### src/rtl/call_register.sv
// call_register: latches hall/cabin floor calls, clears them when served and drives a collective target floor.
// Define CALL_DEBOUNCE_EN to add per-floor press/release debouncing ahead of the edge detectors.
`default_nettype none

module call_register #(
   parameter int SYNC_STAGES     = 2,
   parameter int DEBOUNCE_CYCLES = 3
) (
   input  logic       clk,
   input  logic       reset,
   input  logic       A_e,
   input  logic       B_e,
   input  logic       C_e,
   input  logic       A_i,
   input  logic       B_i,
   input  logic       C_i,
   input  logic [1:0] EA,
   input  logic       door,
   output logic       B1,
   output logic       B0,
   output logic [2:0] pending,
   output logic [1:0] dir
);

   typedef enum logic [1:0] {
      IDLE = 2'b00,
      UP   = 2'b01,
      DOWN = 2'b10
   } dir_t;

`ifdef CALL_DEBOUNCE_EN
   localparam int WARM_CYCLES = SYNC_STAGES + DEBOUNCE_CYCLES;
`else
   localparam int WARM_CYCLES = SYNC_STAGES;
`endif
   localparam int WARM_W = $clog2(SYNC_STAGES + DEBOUNCE_CYCLES + 1);

   logic [2:0]        btn;
   logic [2:0]        req;
   logic [2:0]        serve;
   logic [1:0]        floor;
   logic [WARM_W-1:0] warm_cnt;
   logic              warm;
   dir_t              state;
   dir_t              nxt;
   logic [1:0]        target;
   logic [2:0]        above_mask;
   logic [2:0]        below_mask;
   logic              any_above;
   logic              any_below;
   logic              at_floor;

   assign btn   = {C_e | C_i, B_e | B_i, A_e | A_i};
   assign floor = (EA == 2'b11) ? 2'b00 : EA;
   assign serve = door ? 3'b000 : (3'b001 << floor);

   // Edge detection stays disarmed until the input pipeline holds real samples,
   // so a button still held across reset is never taken as a fresh press.
   assign warm = (warm_cnt == WARM_W'(WARM_CYCLES));

   always_ff @(posedge clk or negedge reset) begin
      if (!reset)
         warm_cnt <= '0;
      else if (!warm)
         warm_cnt <= warm_cnt + 1'b1;
   end

   for (genvar f = 0; f < 3; f++) begin : g_floor
      logic [SYNC_STAGES-1:0] sync;
      logic                   level;
      logic                   prev;

      always_ff @(posedge clk or negedge reset) begin
         if (!reset)
            sync <= '0;
         else
            sync <= {sync[SYNC_STAGES-2:0], btn[f]};
      end

`ifdef CALL_DEBOUNCE_EN
      localparam int CW = (DEBOUNCE_CYCLES > 1) ? $clog2(DEBOUNCE_CYCLES) : 1;
      logic [CW-1:0] cnt;
      logic          stable;

      always_ff @(posedge clk or negedge reset) begin
         if (!reset) begin
            cnt    <= '0;
            stable <= 1'b0;
         end else if (sync[SYNC_STAGES-1] == stable) begin
            cnt <= '0;
         end else if (cnt == CW'(DEBOUNCE_CYCLES - 1)) begin
            stable <= sync[SYNC_STAGES-1];
            cnt    <= '0;
         end else begin
            cnt <= cnt + 1'b1;
         end
      end

      assign level = stable;
`else
      assign level = sync[SYNC_STAGES-1];
`endif

      always_ff @(posedge clk or negedge reset) begin
         if (!reset)
            prev <= 1'b1;
         else
            prev <= warm ? level : 1'b1;
      end

      assign req[f] = warm & level & ~prev;
   end

   // A request for the floor being served is dropped: clear wins over set.
   always_ff @(posedge clk or negedge reset) begin
      if (!reset)
         pending <= 3'b000;
      else
         pending <= (pending | req) & ~serve;
   end

   always_comb begin
      above_mask = 3'b000;
      below_mask = 3'b000;
      case (floor)
         2'd0:    above_mask = 3'b110;
         2'd1: begin
            above_mask = 3'b100;
            below_mask = 3'b001;
         end
         default: below_mask = 3'b011;
      endcase
   end

   assign any_above = |(pending & above_mask);
   assign any_below = |(pending & below_mask);
   assign at_floor  = |(pending & (3'b001 << floor));

   always_comb begin
      nxt = state;
      case (state)
         IDLE:    nxt = any_above ? UP : (any_below ? DOWN : IDLE);
         UP:      nxt = (at_floor | any_above) ? UP : ((|pending) ? DOWN : IDLE);
         DOWN:    nxt = (at_floor | any_below) ? DOWN : ((|pending) ? UP : IDLE);
         default: nxt = IDLE;
      endcase
   end

   function automatic logic [1:0] pick(input logic [2:0] p, input logic [1:0] f, input dir_t d);
      logic [1:0] t;
      t = 2'b11;
      case (d)
         UP:   for (int i = 2; i >= 0; i--) if (i >= int'(f) && p[i]) t = 2'(i);
         DOWN: for (int i = 0; i < 3; i++)  if (i <= int'(f) && p[i]) t = 2'(i);
         default: if ((p & (3'b001 << f)) != 3'b000) t = f;
      endcase
      return t;
   endfunction

   always_ff @(posedge clk or negedge reset) begin
      if (!reset) begin
         state  <= IDLE;
         target <= 2'b11;
      end else begin
         state  <= nxt;
         target <= pick(pending, floor, nxt);
      end
   end

   assign dir = state;
   assign B1  = target[1];
   assign B0  = target[0];

endmodule

`default_nettype wire

### config.mk
export PLATFORM = sky130hd
export DESIGN_NAME = call_register
export DESIGN_NICKNAME = d
export VERILOG_FILES = /design/src/rtl/call_register.sv
export SDC_FILE = /design/constraint.sdc
export NUM_CORES = 1
export LEC_CHECK = 0
export ABC_AREA = 1
export CORE_ASPECT_RATIO = 1.4
export CORE_MARGIN = 2
export CORE_UTILIZATION = 45
export CTS_CLUSTER_DIAMETER = 150
export CTS_CLUSTER_SIZE = 8
export DETAILED_ROUTE_END_ITERATION = 6
export PLACE_DENSITY = 0.71
export SLEW_MARGIN = 40
export SYNTH_ARGS = -nofsm -noshare
export SYNTH_HDL_FRONTEND = slang
export SYNTH_SLANG_ARGS = --single-unit
### constraint.sdc
create_clock -name clk -period 1.8 [get_ports clk]
set_clock_uncertainty 0.2 [all_clocks]
set_input_delay 0.27 -clock clk [delete_from_list [all_inputs] [get_ports clk]]
set_output_delay 0.27 -clock clk [all_outputs]
set_load 0.005 [all_outputs]
==> out/summary.txt <==
CORE AREA: 0.00200 sq mm
Share of the synthesized area in the top cell type: 0.359
Mean post-synth cell area: 8.94 sq um
Die Ht: 59.1 um
Min Hold Slack: 0.0937 ns
Number of cell rows: 19
Detailed Route Iter0 Violations: 7
CP Capture Type: flop
RSZ-0062 raised after global routing: yes
Input/output buffers: 17
Vias per cell: 5.10
Slew Limit Fails: 0
Max-slew headroom: 0.835
Global-route wire length before repair: 4020 um
Synth-to-Final Area Change: 46.0%
CTS buffer count: 3
Synth Instances: 109
Critical path class: reg -> reg
Crit share post-route: 1.03
Cell area after synthesis: 975 sq um
Number of nets in the layout: 166
Area leader, netlist: dfrtp_1
Clock Tree Buf Depth: 2
Library cells used by synthesis: 25
Cell internal pwr: 0.000970 W
H-tree depth: 1
Final core utilization: 0.712
Via Count: 852
Sequential fraction of design power: 0.376
Status: finished, violations left
Diode count: 0
Initial Utilization: 0.488
Max frequency: 539 MHz
Hold WC Path Type: in -> async
DR WL/cell: 13.1 um
Most common cell after layout, fill and taps aside: nand2_1
P per Cell Area: 1050 mW/mm^2
Failing checks: setup timing
Initial antenna violation count: 0
#FFs+latches synth: 19
Leak: 0.720 nW
Critical Path AT: 1.91 ns
Largest net degree at the start of global routing: 20
Hold_buf cts: 0
Sequential share of the synthesized area: 0.494
Die X-Extent: 43.3 um
GRT Total Usage: 0.211
Layout cells sized above 1: 0.397
Setup crit start kind: flop
Min Clock Period, post-route: 1.85 ns
Worst Path Required: 1.85 ns
CTS tree: done
Clock Latency Late Sink: 0.30 ns
Grt ovf: 0
Psw: 0.000519 W
Maxcap violations: 0
Worst VDD drop: 0.525 mV
Post-DP HPWL: 1600 um
Setup ws final: -0.0545 ns
Antenna-violating nets left: 0
Number of global-route vias before repair: 960
Crit path max fanout: 3
Residual DRC count: 0
Drt pass-1 iters: 4
Most frequent cells in the layout: nand2_1, inv_1, buf_4
Final hold viol count: 0
Root Buffer: clkbuf_4
Power share of the clock group: 0.148
IO Pins: 18
Ranking of synthesized cells by area: dfrtp_1, dfstp_2, ha_1
CTS sink count: 19
Final setup fails: 2
Power share of the combinational group: 0.476
Final Routed Wirelength: 2190 um
Final RePlAce weighted congestion: 0.848
Syn_nets: 128
Synth warn: 0
Die area: 0.00256 sq mm
Worst-Margin Slew: 0.247 ns
Clock slew at reported path FFs: 0.11 ns
Sw frac: 0.348
[what timing repair did]
item                                    in CTS  in global routing
pin swaps                                   18                  1
endpoints found under the setup margin       5                  5
setup buffers                                3                  1
resized for setup                           30                  4
[kinds of logic after synthesis]
family | after synthesis | share of synthesized area
AND/OR/NAND/NOR | 49 | 0.241
AO/OA/AOI/OAI | 11 | 0.0667
buffers and inverters | 20 | 0.0770
flip-flops | 19 | 0.494
adder cells (fa/ha/maj) | 8 | 0.103
XOR/XNOR | 2 | 0.0180
[power by group through the flow]
stage	sequential, W	combinational, W	clock, W
after global routing	0.000569	0.000797	0.000240
final	0.000559	0.000709	0.000221
after CTS	0.000560	0.000702	0.000224
after floorplan	0.000568	0.000362	0
after detailed placement	0.000566	0.000635	0
after global placement	0.000564	0.000605	0
[registers in the layout (all words and copies together) (netlist names)]
register	flops
g_floor.prev	3
target	2
pending	3
warm_cnt	3
g_floor.sync	6
dir	2
[through the flow]
step | cells | setup TNS, ns | setup WS, ns | area [sq um] | total power [W]
global route | 167 | -0.318 | -0.165 | 1420 | 0.00161
global placement | 159 | -1.59 | -0.632 | 1300 | 0.00117
floorplan | 109 | 0 | 0.00851 | 1010 | 0.000929
detailed placement | 159 | -1.87 | -0.710 | 1300 | 0.00120
finish | 167 | -0.0795 | -0.0545 | 1420 | 0.00149
CTS | 166 | -0.0316 | -0.0270 | 1410 | 0.00149
[worst max-delay path, cell delays in order (launching register included)]
cell     delay, ns
dfrtp_2       0.43
inv_2         0.07
o21ai_2       0.21
nand4_1       0.17
inv_1         0.09
nor2_1        0.04
ha_2          0.17
and2_4        0.14
a21oi_2       0.13
nand2_1       0.06
nand2_1       0.05
inv_1         0.03
[path summary, 6_finish.rpt]
path	startpoint	to	slack [ns]	cells after the start
setup / recovery	pending[0]$_DFF_PN0_	target[1]$_DFF_PN1_	-0.05	11
hold / removal	reset	dir[1]$_DFF_PN0_	0.09	2
setup reg to reg	pending[0]$_DFF_PN0_	target[1]$_DFF_PN1_	-0.05	11
hold reg to reg	g_floor[2].sync[0]$_DFF_PN0_	g_floor[2].sync[1]$_DFF_PN0_	0.16	0
max in group asynchronous	reset	g_floor[2].prev$_DFF_PN1_	1.04	2
min in group clk	g_floor[2].sync[0]$_DFF_PN0_	g_floor[2].sync[1]$_DFF_PN0_	0.16	0
[area by class of cell]
cell class / instances / area (sq um)
clock buffers: 4 / 26.3
inverters: 20 / 75.1
well taps: 21 / 26.3
flip-flops and latches: 19 / 485
multi-input cells: 70 / 517
fillers: 161 / 574
repair buffers: 33 / 293
[synth_stat cells (all sizes together)]
cell     n
a22oi    1
or2      4
xor2     1
a21oi    5
and2     2
dfstp    5
nor2     9
nand4    1
xnor2    1
ha       8
dfrtp   14
nand3   10
nand3b   1
inv     20
o21ai    5
nand2   22
[per-layer routing]
| metal | global-route usage | vias to the layer above | share of wire |
|---|---|---|---|
| met5 | 0 | - | 0 |
| met4 | 0.104 | 0 | 0.037 |
| met3 | 0.0213 | 8 | 0.039 |
| met2 | 0.418 | 25 | 0.57 |
| met1 | 0.210 | 406 | 0.35 |
| li1 | - | 413 | - |
(Power assumes the default switching activity.)
